$ cat src/rtl/hdr_pkg.sv
// Shared constants and FSM encoding for the HDR triple-exposure fetch scheduler.
package hdr_pkg;

    localparam int unsigned HDR_ADDR_W      = 24;
    localparam int unsigned HDR_FRAME_WORDS = 38400;
    localparam int unsigned HDR_CREDITS     = 2;

    localparam logic [HDR_ADDR_W-1:0] HDR_BASE_HIGH   = 24'h000000;
    localparam logic [HDR_ADDR_W-1:0] HDR_BASE_MID    = 24'h010000;
    localparam logic [HDR_ADDR_W-1:0] HDR_BASE_LOW    = 24'h020000;
    localparam logic [HDR_ADDR_W-1:0] HDR_BANK_OFFSET = 24'h030000;

    typedef enum logic [2:0] {
        StIdle,
        StReqH,
        StWaitH,
        StReqM,
        StWaitM,
        StReqL,
        StWaitL,
        StPush
    } fetch_state_e;

endpackage

$ cat src/rtl/hdr_credit_counter.sv
// Saturating credit counter tracking free triple slots in the downstream pixel buffer.
module hdr_credit_counter #(
    parameter int unsigned CREDITS = 2
) (
    input  logic clk,
    input  logic rst_n,
    input  logic inc,
    input  logic dec,
    output logic nonzero
);

    localparam int unsigned CNT_W = $clog2(CREDITS + 1);
    localparam logic [CNT_W-1:0] CNT_MAX = CNT_W'(CREDITS);

    logic [CNT_W-1:0] count_q, count_d;

    // Simultaneous inc and dec cancel; both directions saturate.
    always_comb begin
        count_d = count_q;
        if (dec && !inc && count_q != '0) begin
            count_d = count_q - 1'b1;
        end else if (inc && !dec && count_q != CNT_MAX) begin
            count_d = count_q + 1'b1;
        end
    end

    always_ff @(posedge clk or negedge rst_n) begin
        if (!rst_n) begin
            count_q <= CNT_MAX;
        end else begin
            count_q <= count_d;
        end
    end

    assign nonzero = (count_q != '0);

endmodule

$ cat src/rtl/hdr_fetch_scheduler.sv
// Fetches one high/mid/low SDRAM word triple per pixel slot and pushes it downstream on credit.
// Optional bank ping-pong selected by defining FRAME_PINGPONG_EN.
module hdr_fetch_scheduler
    import hdr_pkg::*;
#(
    parameter int unsigned          ADDR_W      = HDR_ADDR_W,
    parameter int unsigned          FRAME_WORDS = HDR_FRAME_WORDS,
    parameter logic [ADDR_W-1:0]    BASE_HIGH   = HDR_BASE_HIGH,
    parameter logic [ADDR_W-1:0]    BASE_MID    = HDR_BASE_MID,
    parameter logic [ADDR_W-1:0]    BASE_LOW    = HDR_BASE_LOW,
    parameter logic [ADDR_W-1:0]    BANK_OFFSET = HDR_BANK_OFFSET,
    parameter int unsigned          CREDITS     = HDR_CREDITS
) (
    input  logic              clk_133M,
    input  logic              rst_n_133M,
    input  logic              frame_start,
    input  logic              slot_free,
    input  logic              wr_bank,
    output logic              mem_rd_req,
    output logic [ADDR_W-1:0] mem_rd_addr,
    input  logic              mem_rd_gnt,
    input  logic [127:0]      mem_rd_data,
    input  logic              mem_rd_data_valid,
    output logic [127:0]      data_high,
    output logic [127:0]      data_mid,
    output logic [127:0]      data_low,
    output logic              rd_valid,
    output logic              frame_done,
    output logic              busy
);

    localparam int unsigned PTR_W = (FRAME_WORDS > 1) ? $clog2(FRAME_WORDS) : 1;
    localparam logic [PTR_W-1:0] PTR_LAST = PTR_W'(FRAME_WORDS - 1);

    // Each exposure window must end before the next one (and before the second bank) starts.
    if ((int'(BASE_HIGH) + int'(FRAME_WORDS) > int'(BASE_MID)) ||
        (int'(BASE_MID) + int'(FRAME_WORDS) > int'(BASE_LOW)) ||
        (int'(BASE_LOW) + int'(FRAME_WORDS) > int'(BANK_OFFSET))) begin : g_bad_layout
        $error("hdr_fetch_scheduler: exposure frames overlap or cross into the second bank");
    end

    fetch_state_e      state_q, state_d;
    logic [PTR_W-1:0]  ptr_q, ptr_d;
    logic              armed_q, armed_d;
    logic              start_pend_q, start_pend_d;
    logic              cap_high, cap_mid, cap_low;
    logic              push;
    logic              credit_ok;
    logic              apply_start;
    logic [ADDR_W-1:0] base_sel;
    logic [ADDR_W-1:0] bank_off;

    hdr_credit_counter #(
        .CREDITS (CREDITS)
    ) u_credits (
        .clk     (clk_133M),
        .rst_n   (rst_n_133M),
        .inc     (slot_free),
        .dec     (push),
        .nonzero (credit_ok)
    );

`ifdef FRAME_PINGPONG_EN
    logic bank_q;

    // Read the bank capture is not writing; held for the whole frame.
    always_ff @(posedge clk_133M or negedge rst_n_133M) begin
        if (!rst_n_133M) begin
            bank_q <= 1'b0;
        end else if (apply_start) begin
            bank_q <= ~wr_bank;
        end
    end

    assign bank_off = bank_q ? BANK_OFFSET : '0;
`else
    logic unused_wr_bank;

    assign unused_wr_bank = wr_bank;
    assign bank_off       = '0;
`endif

    always_comb begin
        state_d      = state_q;
        ptr_d        = ptr_q;
        armed_d      = armed_q;
        start_pend_d = start_pend_q | frame_start;
        apply_start  = 1'b0;
        mem_rd_req   = 1'b0;
        cap_high     = 1'b0;
        cap_mid      = 1'b0;
        cap_low      = 1'b0;
        push         = 1'b0;
        frame_done   = 1'b0;

        unique case (state_q)
            StIdle: begin
                if (start_pend_q) begin
                    apply_start  = 1'b1;
                    ptr_d        = '0;
                    armed_d      = 1'b1;
                    start_pend_d = 1'b0;
                end else if (armed_q && credit_ok) begin
                    state_d = StReqH;
                end
            end
            StReqH: begin
                mem_rd_req = 1'b1;
                if (mem_rd_gnt) state_d = StWaitH;
            end
            StWaitH: begin
                if (mem_rd_data_valid) begin
                    cap_high = 1'b1;
                    state_d  = StReqM;
                end
            end
            StReqM: begin
                mem_rd_req = 1'b1;
                if (mem_rd_gnt) state_d = StWaitM;
            end
            StWaitM: begin
                if (mem_rd_data_valid) begin
                    cap_mid = 1'b1;
                    state_d = StReqL;
                end
            end
            StReqL: begin
                mem_rd_req = 1'b1;
                if (mem_rd_gnt) state_d = StWaitL;
            end
            StWaitL: begin
                if (mem_rd_data_valid) begin
                    cap_low = 1'b1;
                    state_d = StPush;
                end
            end
            StPush: begin
                push    = 1'b1;
                state_d = StIdle;
                if (ptr_q == PTR_LAST) begin
                    ptr_d      = '0;
                    armed_d    = 1'b0;
                    frame_done = 1'b1;
                end else begin
                    ptr_d = ptr_q + 1'b1;
                end
            end
            default: state_d = StIdle;
        endcase
    end

    always_comb begin
        base_sel = BASE_HIGH;
        if (state_q == StReqM) base_sel = BASE_MID;
        if (state_q == StReqL) base_sel = BASE_LOW;
    end

    // Address is only meaningful while requesting; kept at zero otherwise.
    assign mem_rd_addr = mem_rd_req ? (base_sel + bank_off + ADDR_W'(ptr_q)) : '0;
    assign rd_valid    = push;
    assign busy        = (state_q != StIdle);

    always_ff @(posedge clk_133M or negedge rst_n_133M) begin
        if (!rst_n_133M) begin
            state_q      <= StIdle;
            ptr_q        <= '0;
            armed_q      <= 1'b0;
            start_pend_q <= 1'b0;
        end else begin
            state_q      <= state_d;
            ptr_q        <= ptr_d;
            armed_q      <= armed_d;
            start_pend_q <= start_pend_d;
        end
    end

    always_ff @(posedge clk_133M or negedge rst_n_133M) begin
        if (!rst_n_133M) begin
            data_high <= '0;
            data_mid  <= '0;
            data_low  <= '0;
        end else begin
            if (cap_high) data_high <= mem_rd_data;
            if (cap_mid)  data_mid  <= mem_rd_data;
            if (cap_low)  data_low  <= mem_rd_data;
        end
    end

endmodule
$ cat config.mk
export PLATFORM = sky130hd
export DESIGN_NAME = hdr_fetch_scheduler
export DESIGN_NICKNAME = d
export VERILOG_FILES = /design/src/rtl/hdr_pkg.sv /design/src/rtl/hdr_credit_counter.sv /design/src/rtl/hdr_fetch_scheduler.sv
export SDC_FILE = /design/constraint.sdc
export NUM_CORES = 1
export LEC_CHECK = 0
export ABC_AREA = 1
export BUFFER_PORTS_ARGS = -buffer_cell sky130_fd_sc_hd__buf_2
export CAP_MARGIN = 20
export CORE_AREA = 3 3 210 212
export DETAILED_ROUTE_END_ITERATION = 10
export DIE_AREA = 0 0 213 215
export GPL_ROUTABILITY_DRIVEN = 0
export SKIP_CTS_REPAIR_TIMING = 1
export SYNTH_ARGS = -nofsm -noshare
export SYNTH_HDL_FRONTEND = slang
export SYNTH_SLANG_ARGS = --single-unit
$ cat constraint.sdc
create_clock -name clk_133M -period 1.65 [get_ports clk_133M]
set_input_delay 0.495 -clock clk_133M [delete_from_list [all_inputs] [get_ports clk_133M]]
set_output_delay 0.495 -clock clk_133M [all_outputs]
set_load 0.005 [all_outputs]
==> results of run 1 <==
==> state kept, by name, indices dropped and copies added, names as in the netlist <==
name	cells
u_credits.count_q	2
data_mid	128
data_low	128
start_pend_q	1
ptr_q	16
armed_q	1
data_high	128
state_q	3
==> cell families (layout without fill, tap and decap cells) <==
logic type                 Yosys count  count (layout)  share of synthesized area
adders and majority gates            1               1                   0.000794
DFF                                407             407                      0.647
buffers and inverters              265             892                     0.0856
other                                1               6                   0.000238
xor gates and xnor gates             7               7                    0.00389
and+or+nand+nor                    510             510                      0.132
AOI/OAI and AO/OA                  409             409                      0.131
==> cells in the final DEF (no fill, tap or decap), types with 2 or more instances in the layout <==
cell type,Yosys,layout
buf_2,48,529
nand2_1,454,414
dfrtp_1,406,403
o21ai_1,292,309
inv_1,163,152
o21ai_0,107,82
buf_4,11,60
clkbuf_16,0,45
nand2_2,5,38
buf_12,0,30
buf_6,33,23
nor2_1,17,15
inv_2,5,14
clkbuf_8,0,14
nand3_1,13,13
o21ai_2,1,9
nand3_4,4,7
nand2_4,0,6
nand4_1,6,6
conb_1,1,6
clkbuf_1,3,6
xor2_1,5,5
clkinv_2,0,5
nor2_2,2,4
nor2_4,4,4
a21oi_1,3,3
inv_6,0,3
bufinv_16,0,3
dfrtp_2,0,3
inv_4,1,2
inv_8,0,2
xnor2_1,2,2
o22ai_1,2,2
==> worst max path at each step <==
stage	slack, ns	startpoint	end
3_5_place_dp	0.01	ptr_q[1]	frame_done
4_1_cts	-0.60	ptr_q[1]	frame_done
2_1_floorplan	0.04	ptr_q[1]	frame_done
3_3_place_gp	-0.01	ptr_q[0]	frame_done
5_1_grt	-0.65	ptr_q[0]	frame_done
6_report	-0.55	state_q[2]	mem_rd_addr[14]
==> report_power, final <==
part | leakage [µW] | total (µW) | internal, µW | switching (µW)
clock network | 0.000742 | 10100 | 6100 | 4000
logic | 0.00593 | 13800 | 6440 | 7390
registers | 0.00512 | 17000 | 14400 | 2580
total | 0.0118 | 40900 | 26900 | 14000
==> routing by layer <==
layer / vias to the layer above / part of all wire / wire length [µm]
met5: - / 0.00045 / 21
li1: 6318 / - / -
met4: 4 / 0.031 / 1420
met3: 79 / 0.069 / 3220
met1: 6187 / 0.40 / 18600
met2: 383 / 0.50 / 23200
==> cell type report <==
cell class	count	area (µm²)
Timing Repair inverter	1	11.3
Tap cell	539	674
Multi-Input combinational cell	933	4470
Timing Repair Buffer	644	3980
Inverter	169	647
Clock buffer	65	1340
Sequential cell	407	10200
Clock inverter	13	158
Fill cell	3923	20700
==> worst max-delay path, cell delays in order, from the launching register on <==
cell	delay [ns]
dfrtp_2	0.47
a21oi_4	0.29
buf_6	0.20
nand2_2	0.07
inv_2	0.05
buf_6	0.08
==> through the flow <==
stage | cells | total power (µW)
3_5_place_dp | 2675 | 30200
5_1_grt | 2771 | 43800
3_3_place_gp | 2675 | 29800
6_report | 2771 | 40900
4_1_cts | 2753 | 40500
2_1_floorplan | 1605 | 22800
==> run metrics, run 1 <==
Layout area overhead 36.4%; Longest Clk Path Bufs 3; Syn Inst Count 1600; Leakage approximately 0.012 µW; clock transition at the registers of the reported paths ~0.06 ns; number of remaining DRC errors 0; global-route wire length before repair approximately 70 mm; TritonCTS Buffers 44; worst-path fanout max 5; violated checks setup timing; Fin Hold WS about 0.16 ns; Slew Limit Fails 0; synthesized flop and latch total between 400 and 500; count of buffers from port buffering between 500 and 600; Detailed Place HPWL around 35 mm; CP startpoint kind register; final layout net count around 2300; R2R cell count 10; Max VDD drop between 900 and 1000 µV; Synth Area per Inst 9.84 µm²; # IOs ~550; M2 GR Usage 0.339; hold endpoint start_pend_q; die height around 220 µm; sequential area share after synthesis 0.647; outcome finished, violations left; root buffer cell clkbuf_16; Setup Skew around 0.010 ns; Die Width 213 µm; post-synth cell types 34; routed wire length per instance between 15 and 20 µm; Tightest Hold Check Type in -> reg; CTS sink cnt slightly above 400; Mapped Area ~16000 µm²; hold_sp frame_start; M3 GR Usage 0.0500; ranking of synthesized cells by area dfrtp_1 (65%), nand2_1 (11%), o21ai_1 (9.3%); CP Class reg -> out; Final setup viols between 150 and 200; area leader, netlist dfrtp_1; number of diodes 0; final setup margin -0.546 ns; top-count cell post-synth nand2_1; via/cell ratio roughly 4.7; layout cells sized above 1 0.363; GRT overflow 0; Core Area 42100 µm²; Clock Latency Late Sink ~0.55 ns; Post-synth ARST share 1.00; P per Cell Area 1910 nW/µm²; fmax 455 MHz; row cnt 75; largest net degree at the start of global routing 71; Vias between 10000 and 15000; fin crit share 1.33; fin util 0.510; Critical Path End Type output pin; DR pass1 iterations 5; setup slack at placement ~0.0097 ns; R2R Path End data_mid[73]; Max Cap Viol 0; Finished Cell Area roughly 21000 µm²; Post-DP Area between 15000 and 20000 µm²; Starting Density 0.374; total track usage 0.196; critical path arrival between 1.5 and 2 ns; ys flop type dfrtp_1; post-layout min period between 2 and 2.5 ns; CTS tree built; Hold Vio Cnt, Final 0; Synth warnings 0; Yosys top cell area share 0.645; GR Layer Usage met1 0.238; DIE AREA between 40000 and 50000 µm²; Critical R2R Launch state_q[1]; # H-tree levels 2; busiest grt layer met2; vias in the first global route about 13000; initial antenna violation count 2; R2R Setup Slk -0.21 ns; RSZ-0062 raised after global routing yes; Post-synth top cells nand2_1 (454), dfrtp_1 (406), o21ai_1 (292); DRT antenna net count 0; hold path cells 2; total negative slack -27.39 ns; EDFF count, synth 0; Worst Path Required 1.15 ns; DRT Wirelength approximately 47 mm; Initial DRC Count 749
Power figures use the tool's default switching activity.
==> inputs of run 2 (changes only) <==
- CELL_PAD_IN_SITES_DETAIL_PLACEMENT: unset -> 1
- CELL_PAD_IN_SITES_GLOBAL_PLACEMENT: unset -> 2
- CORE_AREA: 3 3 210 212 -> unset
- CORE_ASPECT_RATIO: unset -> 1.1
- CORE_MARGIN: unset -> 3
- CORE_UTILIZATION: unset -> 30
- DIE_AREA: 0 0 213 215 -> unset
- PLACE_DENSITY_LB_ADDON: unset -> 0.1
- REMOVE_ABC_BUFFERS: unset -> 1
==> run 2 against run 1 <==
The flow still finishes with violations (setup timing). Worst hold slack lost 0.017 ns. Combinational power rose by 11%. Via count up 1.5%. Power rose by 3.1%. Largest power group unchanged. Sequential power is essentially flat. Critical path depth increased by 2. Core utilization is 8.6 points lower. Die area rose by 21%. Design area up 1.7%.
==> run metrics, run 2 (synthesis results as in run 1) <==
outcome finished, violations left (unchanged); violated checks setup timing (unchanged); Detailed Place HPWL 42.9 mm (was 34.6 mm); GRT overflow 0 (unchanged); global-route wire length before repair 84.7 mm (was 71.7 mm); DRT Wirelength 56.7 mm (was 46.5 mm); row cnt 87 (was 75); largest net degree at the start of global routing 63 (was 71); CTS tree built (unchanged); worst-path fanout max 9 (was 5); Overall Power 42200 µW (was 40900 µW); Die Width 224 µm (was 213 µm); CP Class reg -> out (unchanged); fin util 0.423 (was 0.510); Critical Path End Type output pin (unchanged); Clock Latency Late Sink 0.58 ns (was 0.55 ns); Multi-input gate area 4320 µm² (was 4470 µm²); root buffer cell clkbuf_16 (unchanged); number of fill cells in the layout 6012 (was 3923); CTS sink cnt 407 (unchanged); final setup margin -0.572 ns (was -0.546 ns); register area 10200 µm² (unchanged); DIE AREA 55300 µm² (was 45800 µm²); number of remaining DRC errors 0 (unchanged); commonest non-fill, non-tap cell in the layout buf_2 (unchanged); # H-tree levels 2 (unchanged); die height 246 µm (was 215 µm); Max Cap Viol 0 (unchanged); setup slack at placement -0.131 ns (was 0.00968 ns); Starting Density 0.305 (was 0.374); Max VDD drop 849 µV (was 968 µV); count of buffers from port buffering 539 (unchanged); Longest Clk Path Bufs 3 (unchanged); post-layout min period 2.22 ns (was 2.20 ns); Vias 13162 (was 12971); layout cells sized above 1 0.343 (was 0.363); critical path arrival 1.73 ns (was 1.70 ns); initial antenna violation count 13 (was 2); Slew Limit Fails 0 (unchanged); fin crit share 1.35 (was 1.33); vias in the first global route 13846 (was 12807); Initial DRC Count 584 (was 749); final layout net count 2355 (was 2336); Tightest Hold Check Type in -> reg (unchanged); Fin Hold WS 0.141 ns (was 0.158 ns); R2R Setup Slk 0 ns (was -0.21 ns); biggest regs data_high x128, data_low x128, data_mid x128 (unchanged); Worst Path Required 1.15 ns (about the same); most frequent cells in the layout buf_2 (507), nand2_1 (448), dfrtp_1 (403) (was buf_2 (529), nand2_1 (414), dfrtp_1 (403)); routed wire length per instance 19.4 µm (was 16.8 µm); Core Area 51600 µm² (was 42100 µm²); Hold Vio Cnt, Final 0 (unchanged); via/cell ratio 4.50 (was 4.68); clock transition at the registers of the reported paths 0.05 ns (was 0.06 ns); Final setup viols 23 (was 151); total negative slack -11.33 ns (was -27.39 ns); Layout area overhead 38.7% (was 36.4%); Leakage 0.0119 µW (was 0.0118 µW); total track usage 0.199 (was 0.196); CP startpoint kind register (unchanged); DRT antenna net count 0 (unchanged); DR pass1 iterations 5 (unchanged); # IOs 547 (unchanged); RSZ-0062 raised after global routing yes (unchanged); fmax 450 MHz (was 455 MHz); Setup Skew 0.0171 ns (was 0.0104 ns); P per Cell Area 1930 nW/µm² (was 1910 nW/µm²); TritonCTS Buffers 46 (was 44)
-- run 2: cell count changes in the layout (fill, tap and decap cells not counted), sizes merged --
| cell | before | now |
|---|---|---|
| buf | 643 | 660 |
| clkbuf | 65 | 74 |
| diode | 0 | 9 |
| inv | 173 | 169 |
| bufinv | 3 | 1 |
| clkinvlp | 1 | 0 |
-- run 2: layout make-up --
cell class,instances,share of cell area
diodes,9,0.00103
clock buffers,73,0.0638
inverters,169,0.0300
multi-input cells,933,0.198
repair buffers,662,0.199
flip-flops and latches,407,0.467
well taps,667,0.0382
clock inverters,7,0.00292
-- run 2: power by group --
group	internal [µW]	switching, µW
registers	14400	2480
clock network	5910	4080
logic	7050	8250
total	27400	14800
-- run 2: worst paths after layout --
check / from / depth (start not counted) / to
max in group asynchronous: rst_n_133M / 4 / data_low[55]
min in group asynchronous: rst_n_133M / 2 / data_high[12]
min reg2reg: data_low[117] / 2 / data_low[117]
max: state_q[0] / 7 / mem_rd_addr[2]
max reg2reg: state_q[0] / 11 / state_q[1]
min: frame_start / 2 / start_pend_q
-- run 2: stage by stage --
step / instance area (µm²) / instances
global placement: 19700 / 2799
detailed placement: 19700 / 2799
finish: 21800 / 2927
global route: 21800 / 2922
CTS: 21200 / 2879
floorplan: 15100 / 1509
-- run 2: worst max-delay path, cell delays in order, from the launching register on --
cell and delay [ns]:
dfrtp_2 0.41, clkinv_4 0.08, a21oi_4 0.18, buf_4 0.16, buf_12 0.12, nand2_1 0.05
inv_1 0.06, buf_2 0.11
-- run 2: layer usage --
metal	vias to the layer above	track usage	wire length (µm)
met5	-	0	67
met2	346	0.337	28000
met4	12	0.0699	1590
met3	91	0.0704	4490
met1	6378	0.233	22600
li1	6335	-	-
==> inputs of run 3 (changes only) <==
- RECOVER_POWER: unset -> 50
==> run 3 against run 2 <==
The run still ends with setup timing left. Critical path depth unchanged. Die area unchanged. Sequential share of layout area about the same. Power about the same. Clock skew increased by 0.00070 ns. First-iteration DRC count increased by 1.7%. Critical endpoint unchanged. Largest cell class unchanged. Largest power group unchanged.
==> run metrics, run 3 (synthesis results as in run 1) <==
initial antenna violation count 13 (unchanged); Post-DP Area 19700 µm² (unchanged); violated checks setup timing (unchanged); fmax 449 MHz (was 450 MHz); CTS sink cnt 407 (unchanged); Clock Latency Late Sink 0.58 ns (about the same); outcome finished, violations left (unchanged); Slew Limit Fails 0 (unchanged); fin crit share 1.35 (about the same); CP startpoint kind register (unchanged); layout cells sized above 1 0.342 (was 0.343); Hold Vio Cnt, Final 0 (unchanged); root buffer cell clkbuf_16 (unchanged); count of buffers from port buffering 539 (unchanged); Core Area 51600 µm² (unchanged); die height 246 µm (unchanged); Slowest cell on crit path dfrtp_2 (unchanged); Worst Tran Pin Value 1.12 ns; worst-path fanout max 9 (unchanged); Tightest Hold Check Type in -> reg (unchanged); Final setup viols 346 (was 23); Detailed Place HPWL 42.9 mm (unchanged); DRT Wirelength 56.7 mm (about the same); Layout area overhead 38.6% (was 38.7%); commonest non-fill, non-tap cell in the layout buf_2 (unchanged); Max Cap Viol 0 (unchanged); Longest Clk Path Bufs 3 (unchanged); Vias 13174 (was 13162); RSZ-0062 raised after global routing yes (unchanged); number of remaining DRC errors 0 (unchanged); total track usage 0.199 (unchanged); Initial DRC Count 594 (was 584); CTS tree built (unchanged); biggest regs data_high x128, data_low x128, data_mid x128 (unchanged); Starting Density 0.305 (unchanged); delay-heaviest family, CP buffers and inverters (unchanged); Finished Cell Area 21800 µm² (about the same); # H-tree levels 2 (unchanged); GRT overflow 0 (unchanged); largest net degree at the start of global routing 63 (unchanged); Worst Path Required 1.15 ns (about the same); TritonCTS Buffers 46 (unchanged); DR pass1 iterations 5 (unchanged); CP Class reg -> out (unchanged); DRT antenna net count 0 (unchanged); critical path arrival 1.73 ns (about the same); Fin Hold WS 0.142 ns (was 0.141 ns); Critical Path End Type output pin (unchanged); final layout net count 2355 (unchanged); Max VDD drop 849 µV (about the same); most frequent cells in the layout buf_2 (507), nand2_1 (448), dfrtp_1 (403) (unchanged); Critical Path, Cell by Cell clkinv_4 > a21oi_4 > buf_4 > buf_12 > nand2_1 > inv_1 > buf_2 (unchanged); vias in the first global route 13846 (unchanged); delay of the slowest critical-path stage 0.41 ns (about the same); clock transition at the registers of the reported paths 0.05 ns (about the same); Slew headroom 0.250; final setup margin -0.575 ns (was -0.572 ns); global-route wire length before repair 84.7 mm (unchanged); routed wire length per instance 19.4 µm (about the same); # IOs 547 (unchanged); via/cell ratio 4.50 (about the same); P per Cell Area 1930 nW/µm² (about the same); buffer and inverter count on the worst path 5 (unchanged); Setup Skew 0.0178 ns (was 0.0171 ns); DIE AREA 55300 µm² (unchanged); Leakage 0.0119 µW (about the same); post-layout min period 2.23 ns (was 2.22 ns); Die Width 224 µm (unchanged); row cnt 87 (unchanged)
==> run 3: cell count changes in the layout (fill, tap and decap cells not counted), sizes merged <==
cell / change
dlymetal6s4s: +1
buf: -1
==> run 3: layout make-up <==
cell class / count / area (µm²)
Fill cell: 6013 / 29800
Sequential cell: 407 / 10200
Timing Repair Buffer: 662 / 4350
Multi-Input combinational cell: 933 / 4320
Clock buffer: 73 / 1390
Tap cell: 667 / 835
Inverter: 169 / 654
Clock inverter: 7 / 63.8
Antenna cell: 9 / 22.5
==> run 3: worst reg2reg max path, cell delays in order, from the launching register on <==
cell,delay (ns)
dfrtp_2,0.44
clkinv_4,0.07
a21oi_4,0.05
clkbuf_16,0.16
buf_8,0.13
buf_4,0.13
buf_4,0.13
buf_4,0.13
nand2_2,0.06
nand3_2,0.10
nor2_1,0.11
nor2_1,0.05
==> run 3: final timing paths <==
check                               from              to  slack, ns  depth (start not counted)
min in group asynchronous     rst_n_133M   data_high[12]       0.80                          2
max reg2reg                   state_q[0]      state_q[1]          0                         11
max                           state_q[0]  mem_rd_addr[2]      -0.58                          7
max in group asynchronous     rst_n_133M    data_low[55]      -0.23                          4
min reg2reg                data_low[117]   data_low[117]       0.48                          2
min                          frame_start    start_pend_q       0.14                          2
==> run 3: routing by layer <==
layer | part of all wire | wire length [µm] | vias to the layer above | GRT usage
li1 | - | - | 6337 | -
met1 | 0.40 | 22700 | 6390 | 0.233
met2 | 0.49 | 28000 | 344 | 0.337
met3 | 0.079 | 4460 | 91 | 0.0704
met4 | 0.028 | 1590 | 12 | 0.0699
met5 | 0.0012 | 67 | - | 0
==> run 3: metrics by stage <==
step	cells	total power [µW]	TNS (ns)	setup slack, ns	util
6_report	2927	42200	-57.13	-0.575	0.423
5_1_grt	2922	45300	-101.17	-0.694	0.423
4_1_cts	2879	41500	-11.59	-0.762	0.410
3_5_place_dp	2799	31200	-0.131	-0.131	0.382
3_3_place_gp	2799	30700	-0.145	-0.145	0.382
2_1_floorplan	1509	22300	-527.50	-2.23	-
==> run 3: power by group <==
part	internal [µW]	switching, µW
Clock	5910	4080
Sequential	14400	2480
Combinational	7040	8250
Total	27400	14800
